--- src/rtl/fetch_redirect_unit_if.sv ---
// Branch-control to fetch bundle: next-PC select, stalls and E-side targets in, fetch state and perf counters out.
interface fetch_redirect_unit_if #(
  parameter int CNT_W = 16
);
  logic             StallF;
  logic             StallE;
  logic [1:0]       PCSrc;
  logic [31:0]      PredPCTargetF;
  logic [31:0]      PCTargetE;
  logic [31:0]      PCPlus4E;
  logic [1:0]       BranchOpE;
  logic             CntClr;
  logic [31:0]      PCF;
  logic [31:0]      PCPlus4F;
  logic             BootF;
  logic             RedirectF;
  logic             MisalignF;
  logic [CNT_W-1:0] BranchCnt;
  logic [CNT_W-1:0] MispredCnt;

  modport master (
    output StallF, StallE, PCSrc, PredPCTargetF, PCTargetE, PCPlus4E, BranchOpE, CntClr,
    input  PCF, PCPlus4F, BootF, RedirectF, MisalignF, BranchCnt, MispredCnt
  );

  modport slave (
    input  StallF, StallE, PCSrc, PredPCTargetF, PCTargetE, PCPlus4E, BranchOpE, CntClr,
    output PCF, PCPlus4F, BootF, RedirectF, MisalignF, BranchCnt, MispredCnt
  );
endinterface

--- src/rtl/fetch_redirect_unit.sv ---
// Owns PCF: picks the next fetch address from PCSrc, lets accepted E-stage redirects override StallF,
// and keeps saturating branch/mispredict counters. PCSrc to PCF and RedirectF is one cycle.
module fetch_redirect_unit #(
  parameter logic [31:0] RESET_VECTOR = 32'h0000_0000,
  parameter int          CNT_W        = 16
) (
  input logic                   clk,
  input logic                   reset,
  fetch_redirect_unit_if.slave  bus
);

  typedef enum logic [1:0] {BOOT, RUN, REDIRECT} state_t;

  state_t           state;
  logic [31:0]      pcf;
  logic             bootf;
  logic             redirectf;
  logic             misalignf;
  logic [CNT_W-1:0] branch_cnt;
  logic [CNT_W-1:0] mispred_cnt;

  logic [31:0] pc_plus4;
  logic [31:0] next_pc;
  logic        redir_acc;
  logic        load_en;
  logic        branch_ret;

  assign pc_plus4 = pcf + 32'd4;

  always_comb begin
    next_pc = pc_plus4;
    unique case (bus.PCSrc)
      2'b00: next_pc = pc_plus4;
      2'b01: next_pc = bus.PredPCTargetF;
      2'b10: next_pc = bus.PCTargetE;
      2'b11: next_pc = bus.PCPlus4E;
      default: next_pc = pc_plus4;
    endcase
  end

  // An E-side select while E is stalled may still steer fetch, but only counts once E lets go.
  assign redir_acc  = (state != BOOT) && bus.PCSrc[1] && !bus.StallE;
  assign load_en    = (state != BOOT) && (redir_acc || !bus.StallF);
  assign branch_ret = (state != BOOT) && (bus.BranchOpE != 2'b00) && !bus.StallE;

  always_ff @(posedge clk or posedge reset) begin
    if (reset) begin
      state       <= BOOT;
      pcf         <= RESET_VECTOR;
      bootf       <= 1'b1;
      redirectf   <= 1'b0;
      misalignf   <= 1'b0;
      branch_cnt  <= '0;
      mispred_cnt <= '0;
    end else begin
      unique case (state)
        BOOT: begin
          state     <= RUN;
          bootf     <= 1'b0;
          redirectf <= 1'b0;
        end
        RUN, REDIRECT: begin
          state     <= redir_acc ? REDIRECT : RUN;
          bootf     <= 1'b0;
          redirectf <= redir_acc;
        end
        default: begin
          state     <= RUN;
          bootf     <= 1'b0;
          redirectf <= 1'b0;
        end
      endcase

      if (load_en)
        pcf <= next_pc;

      if (bus.CntClr) begin
        misalignf   <= 1'b0;
        branch_cnt  <= '0;
        mispred_cnt <= '0;
      end else begin
        if (load_en && (next_pc[1:0] != 2'b00))
          misalignf <= 1'b1;
        if (branch_ret && (branch_cnt != {CNT_W{1'b1}}))
          branch_cnt <= branch_cnt + CNT_W'(1);
        if (redir_acc && (mispred_cnt != {CNT_W{1'b1}}))
          mispred_cnt <= mispred_cnt + CNT_W'(1);
      end
    end
  end

  assign bus.PCF        = pcf;
  assign bus.PCPlus4F   = pc_plus4;
  assign bus.BootF      = bootf;
  assign bus.RedirectF  = redirectf;
  assign bus.MisalignF  = misalignf;
  assign bus.BranchCnt  = branch_cnt;
  assign bus.MispredCnt = mispred_cnt;

endmodule

--- src/flat_wrapper.sv ---
// flat-port wrapper written by rule: the top's interface ports become plain ports
module fetch_redirect_unit_flat 
#(
  parameter logic [31:0] RESET_VECTOR = 32'h0000_0000,
  parameter int          CNT_W        = 16
)
  (clk, reset, bus_StallF, bus_StallE, bus_PCSrc, bus_PredPCTargetF, bus_PCTargetE, bus_PCPlus4E, bus_BranchOpE, bus_CntClr, bus_PCF, bus_PCPlus4F, bus_BootF, bus_RedirectF, bus_MisalignF, bus_BranchCnt, bus_MispredCnt);
  fetch_redirect_unit_if #(.CNT_W(CNT_W)) bus_i ();
  input logic clk;
  input logic reset;
  input wire logic [$bits(bus_i.StallF)-1:0] bus_StallF;
  input wire logic [$bits(bus_i.StallE)-1:0] bus_StallE;
  input wire logic [$bits(bus_i.PCSrc)-1:0] bus_PCSrc;
  input wire logic [$bits(bus_i.PredPCTargetF)-1:0] bus_PredPCTargetF;
  input wire logic [$bits(bus_i.PCTargetE)-1:0] bus_PCTargetE;
  input wire logic [$bits(bus_i.PCPlus4E)-1:0] bus_PCPlus4E;
  input wire logic [$bits(bus_i.BranchOpE)-1:0] bus_BranchOpE;
  input wire logic [$bits(bus_i.CntClr)-1:0] bus_CntClr;
  output wire logic [$bits(bus_i.PCF)-1:0] bus_PCF;
  output wire logic [$bits(bus_i.PCPlus4F)-1:0] bus_PCPlus4F;
  output wire logic [$bits(bus_i.BootF)-1:0] bus_BootF;
  output wire logic [$bits(bus_i.RedirectF)-1:0] bus_RedirectF;
  output wire logic [$bits(bus_i.MisalignF)-1:0] bus_MisalignF;
  output wire logic [$bits(bus_i.BranchCnt)-1:0] bus_BranchCnt;
  output wire logic [$bits(bus_i.MispredCnt)-1:0] bus_MispredCnt;
  assign bus_i.StallF = bus_StallF;
  assign bus_i.StallE = bus_StallE;
  assign bus_i.PCSrc = bus_PCSrc;
  assign bus_i.PredPCTargetF = bus_PredPCTargetF;
  assign bus_i.PCTargetE = bus_PCTargetE;
  assign bus_i.PCPlus4E = bus_PCPlus4E;
  assign bus_i.BranchOpE = bus_BranchOpE;
  assign bus_i.CntClr = bus_CntClr;
  assign bus_PCF = bus_i.PCF;
  assign bus_PCPlus4F = bus_i.PCPlus4F;
  assign bus_BootF = bus_i.BootF;
  assign bus_RedirectF = bus_i.RedirectF;
  assign bus_MisalignF = bus_i.MisalignF;
  assign bus_BranchCnt = bus_i.BranchCnt;
  assign bus_MispredCnt = bus_i.MispredCnt;
  fetch_redirect_unit #(.RESET_VECTOR(RESET_VECTOR), .CNT_W(CNT_W)) u_core (.clk(clk), .reset(reset), .bus(bus_i));
endmodule
--- config.mk ---
export PLATFORM = sky130hd
export DESIGN_NAME = fetch_redirect_unit_flat
export DESIGN_NICKNAME = d
export VERILOG_FILES = /design/src/rtl/fetch_redirect_unit_if.sv /design/src/rtl/fetch_redirect_unit.sv /design/src/flat_wrapper.sv
export SDC_FILE = /design/constraint.sdc
export NUM_CORES = 1
export LEC_CHECK = 0
export ABC_AREA = 1
export CORE_MARGIN = 5
export CORE_UTILIZATION = 40
export CTS_CLUSTER_SIZE = 12
export DETAILED_ROUTE_END_ITERATION = 8
export GPL_ROUTABILITY_DRIVEN = 0
export PLACE_DENSITY = 0.75
export SLEW_MARGIN = 15
export SYNTH_ARGS = -nofsm -noshare
export SYNTH_HDL_FRONTEND = slang
export SYNTH_SLANG_ARGS = --single-unit
export TNS_END_PERCENT = 100
--- constraint.sdc ---
create_clock -name clk -period 5.3 [get_ports clk]
set_input_delay 0.795 -clock clk [delete_from_list [all_inputs] [get_ports clk]]
set_output_delay 0.795 -clock clk [all_outputs]
set_load 0.02 [all_outputs]
# Yosys cells after proc, flatten, opt, wreduce, memory -nomap -nowiden
# Index checks and enable logic that the tools add are counted.
[word_totals]
register_bits = 69
output_inout_bits = 99
elab_cells = 46
[op_classes]
mux = 10
n_reduce_logical = 19
eq_ne = 7
n_addsub = 3
[op_table]
columns = ["operator", "count"]
rows = [
  ["32-bit one-hot mux with 4 select lines", 1],
  ["16-bit two-way mux", 4],
  ["16-bit by 1-bit adder with 16-bit output, second input constant", 2],
  ["32-bit by 3-bit adder with 32-bit output, second input constant", 1],
  ["16-bit != test, second input constant", 2],
  ["2-bit nonzero test", 6],
  ["1-bit logical AND", 8],
  ["2-bit == test, second input constant", 3],
  ["2-bit by 1-bit == test with 1-bit output, second input constant", 2],
  ["2-bit two-way mux", 2],
  ["1-bit two-way mux", 3],
  ["1-bit logical NOT", 2],
  ["2-bit logical NOT", 1],
  ["2-bit OR reduction", 1],
  ["1-bit logical OR", 1],
]

# Longest topological paths before layout
[depth]
depth_word = 8
mapped_depth = 10
ltp_nobuf = 10

# Worst setup path after synthesis
# No wires, ideal clock.
[synth_timing]
path_kind = "reg2out"
startpoint = "register u_core.pcf[3] (netlist: u_core.bus.PCF[3])"
endpoint = "output bus_PCPlus4F[26]"
path_buffers = 0
arrival_time_ns = 1.480
path_stages_with_launch = 8
path_slack_ns = 3.025
path_cell_list = "dfrtp_1 -> ha_1 -> nand2_1 -> nor2_2 -> nand2_2 -> nor2_2 -> nand3_1 -> nand2_1"
[synth_via]
elab_chain_cells = 1
[synth_lines]
columns = ["item", "line", "text"]
rows = [
  ["start: declaration", "fetch_redirect_unit.sv:15", "logic [31:0] pcf;"],
  ["start signal: assignment", "fetch_redirect_unit.sv:75", "pcf <= next_pc;"],
  ["32-bit by 3-bit adder with 32-bit output", "fetch_redirect_unit.sv:28", "assign pc_plus4 = pcf + 32'd4;"],
  ["end: declaration", "flat_wrapper.sv:20", "output wire logic [$bits(bus_i.PCPlus4F)-1:0] bus_PCPlus4F;"],
]
# Every way passes these cells.

# Worst setup path in the final report
[layout_timing]
startpoint = "register u_core.pcf[3] (netlist: u_core.bus.PCF[3])"
endpoint = "output bus_PCPlus4F[24]"
# Same word-level chain as after synthesis.

==> impl_metrics.csv <==
group,metric,value,unit
status,outcome,"complete, no violations",
routing,avgRoutedWirePerCell,15.10,µm
finish,final_cell_area,7611,µm²
flow_run,drv_cap,0,
finish,synthToLayoutAreaGrowth,47.40,%
setup_path,r2r_slack,2.91,ns
sta,slew_headroom,0.2525,
floorplan,die_x,123.6,µm
setup_path,crit_path_max_incr_delay,0.61,ns
worst_hold_path,hp-start,"u_core.bus.BranchCnt[15]",
cts,cts_tree,"done",
finish,final_nets,1138,
routing,drtIter0Drc,403,
finish,fill_cells,1212,
setup_path,reg2reg_depth,8,
setup_path,end_kind,"primary output",
sta,hold_violations,0,
routing,vias_per_cell,5.056,
synth,synth_top_area_frac,0.3247,
routing,num_vias,6097,
power,ir_worst_vdd,173.0,µV
cts,numCtsBuffers,9,
setup_path,cp.required,4.51,ns
global_routing,grt_usage,0.2375,
routing,finalWirelength,18.21,mm
floorplan,coreArea,12620,µm²
global_routing,grt_pass1_wl,28.52,mm
cts,cts_sinks,68,
setup_path,critical_path.slowest_cell,"clkdlybuf4s50_1",
sta,max_freq,304.9,MHz
sta,rsz0062_at_grt,"false",
synth,synth_nets,947,
worst_hold_path,hold_class,"reg -> reg",
synth,synth_edf_count,0,
worst_hold_path,hold_end,"u_core.bus.BranchCnt[15]",
floorplan,die_h,123.6,µm
sta,hold-worst-slack,0.5492,ns
cts,postCtsSetupBuffers,0,
setup_path,rr_startpoint,"u_core.bus.RedirectF",
synth,synth.cells.most_frequent,"nand2_1, nor2_1, nand3_1",
sta,setup_violations,0,
finish,regArea,1703,µm²
setup_path,worstPathCellList,"ha_1, nand2_1, nor2_2, nand2_1, nor2_1, nand3_1, nand2_1, clkdlybuf4s50_1",
synth,yosysMostFrequentCell,"nand2_1",
cts,post_cts_resized,0,
sta,setup_tns,0,ns
setup_path,crit_fanout,5,
global_routing,grt_antenna_before_repair,0,
global_routing,grt_overflow,0,
sta,slew_violations,0,
cts,cts_root_buffer,"clkbuf_16",
global_routing,grt_pass1_vias,5678,
sta,fin_crit,3.280,ns
routing,antenna_left,0,
power,p_per_area,264.8,nW/µm²
placed_design,dpl_cell_area,7298,µm²
sta,tightest_slew,1.120,ns
placed_design,dp_hpwl,13.75,mm
power,total_power,2.016,mW
synth,yosysWarnings,0,
power,p_leak,3.437,nW
sta,fin_crit_sh,0.6188,
synth,ys.flop_type,"dfrtp_1",
global_routing,grt_start_max_net_pins,42,
cts,cts_hold_buf,0,
synth,ys_ff_latch,68,
setup_path,criticalPathCategory,"reg -> out",
cts,htreeDepth,3,
setup_path,worstSetupStartpointType,"flop",
floorplan,pin_count,204,
floorplan,die_area,15280,µm²
placed_design,io_buffer_count,203,
synth,synthTopCellsByArea,"dfrtp_1, nand2_1, nand3_1",
synth,yosysTopAreaCell,"dfrtp_1",
synth,syn-cell-area,5164,µm²
sta,skew,0.005525,ns
synth,syn_avg_cell_area,6.162,µm²
finish,fin_cells,1206,
setup_path,r2r_end,"u_core.bus.BranchCnt[5]",
setup_path,arrival,2.48,ns
worst_hold_path,hold_depth,2,
cts,clock_latency,0.34,ns
floorplan,initial_utilization,0.4092,
routing,drc,0,
cts,clk_pin_slew_worst_paths,0.05,ns
synth,ys_types,33,
finish,multiInputGateArea,3027,µm²
floorplan,rows,41,
synth,synth_async_sr_flop_share,1.000,
synth,yosysSeqAreaShare,0.3298,
finish,n_antenna_cell,0,
routing,first_pass_iters,5,
synth,syn_inst,838,
cts,clockBufferDepth,2,
finish,drive_above_1_share,0.04062,
placed_design,post-place-cells,1190,
setup_path,cp_common_cell,"nand2_1",
-- cell usage in the layout, fill, tap and decap left out, types with 2 or more instances in the layout --
cell type / count
clkbuf_16: 9
ha_1: 4
nor2_2: 10
clkbuf_8: 3
nand2_1: 337
nor2_4: 3
nand2_2: 4
o21ai_1: 14
and2_1: 2
xnor2_1: 4
a21oi_1: 12
inv_1: 76
xor2_1: 19
nor3_1: 3
nor2_8: 2
nor2_1: 95
nand3_1: 86
o21bai_1: 5
o21ai_0: 33
dfrtp_1: 67
a31oi_1: 2
nand4_1: 20
clkdlybuf4s50_1: 203
buf_4: 3
o211ai_1: 2
inv_2: 5
clkbuf_1: 3
-- worst max-delay path: cells and delay by family, from the launching register on --
family / cells / cell delay, ns
DFF: 1 / 0.42
and+or+nand+nor: 6 / 0.88
adders and majority gates: 1 / 0.24
buffers and inverters: 1 / 0.61
-- state kept, by name, summed over array words and instances, names as in the netlist --
| name | cells |
|---|---|
| u_core.bus.BranchCnt | 16 |
| u_core.bus.RedirectF | 1 |
| u_core.bus.MispredCnt | 16 |
| u_core.bus.BootF | 1 |
| u_core.state | 1 |
| u_core.bus.MisalignF | 1 |
| u_core.bus.PCF | 32 |
-- power by group --
| part | switching (mW) | total, mW | internal (mW) |
|---|---|---|---|
| Combinational | 0.399 | 0.726 | 0.328 |
| Sequential | 0.0867 | 0.658 | 0.571 |
| Clock | 0.228 | 0.631 | 0.404 |
| Total | 0.713 | 2.02 | 1.30 |
-- worst max path at each step --
stage / slack (ns) / startpoint / endpoint
after detailed placement: 2.09 / bus_PCSrc[1] / u_core.bus.MisalignF
after floorplan: 2.80 / reset / u_core.bus.BranchCnt[0]
final: 2.02 / u_core.bus.PCF[3] / bus_PCPlus4F[24]
after CTS: 2.00 / u_core.bus.PCF[3] / bus_PCPlus4F[24]
after global placement: 2.19 / bus_PCSrc[1] / u_core.bus.MisalignF
after global routing: 1.85 / u_core.bus.PCF[3] / bus_PCPlus4F[24]
-- metrics by stage --
stage / util / setup slack (ns)
floorplan: - / 2.795
global placement: 0.5783 / 2.185
detailed placement: 0.5783 / 2.095
CTS: 0.6027 / 2.001
global route: 0.6031 / 1.850
finish: 0.6031 / 2.020
-- layout make-up --
class,count,share of cell area
tap,172,0.02828
sequential,68,0.2237
inverter,81,0.03995
timing repair buffer,206,0.2699
clock buffer,15,0.03650
multi-input combinational,663,0.3977
clock inverter,1,0.003945
-- per-layer routing --
layer  wire (µm)  share of wire  vias up  track usage
met5           0              0        -            0
met4         287          0.016        0      0.06990
met3        1663          0.091       21      0.06040
met2        8779           0.48      234       0.4055
met1        7482           0.41     2815       0.2961
li1            -              -     3027            -
-- logic make-up (layout without fill, tap and decap cells) --
group	count (synthesis)	in the layout	share of synthesized area
buf+inv	107	303	0.08505
other cells	1	1	0.0007262
fa+ha+maj	4	4	0.009693
xor+xnor	23	23	0.03901
flops	68	68	0.3298
simple gates	565	565	0.4630
compound gates	70	70	0.07269
(Power assumes the default switching activity.)
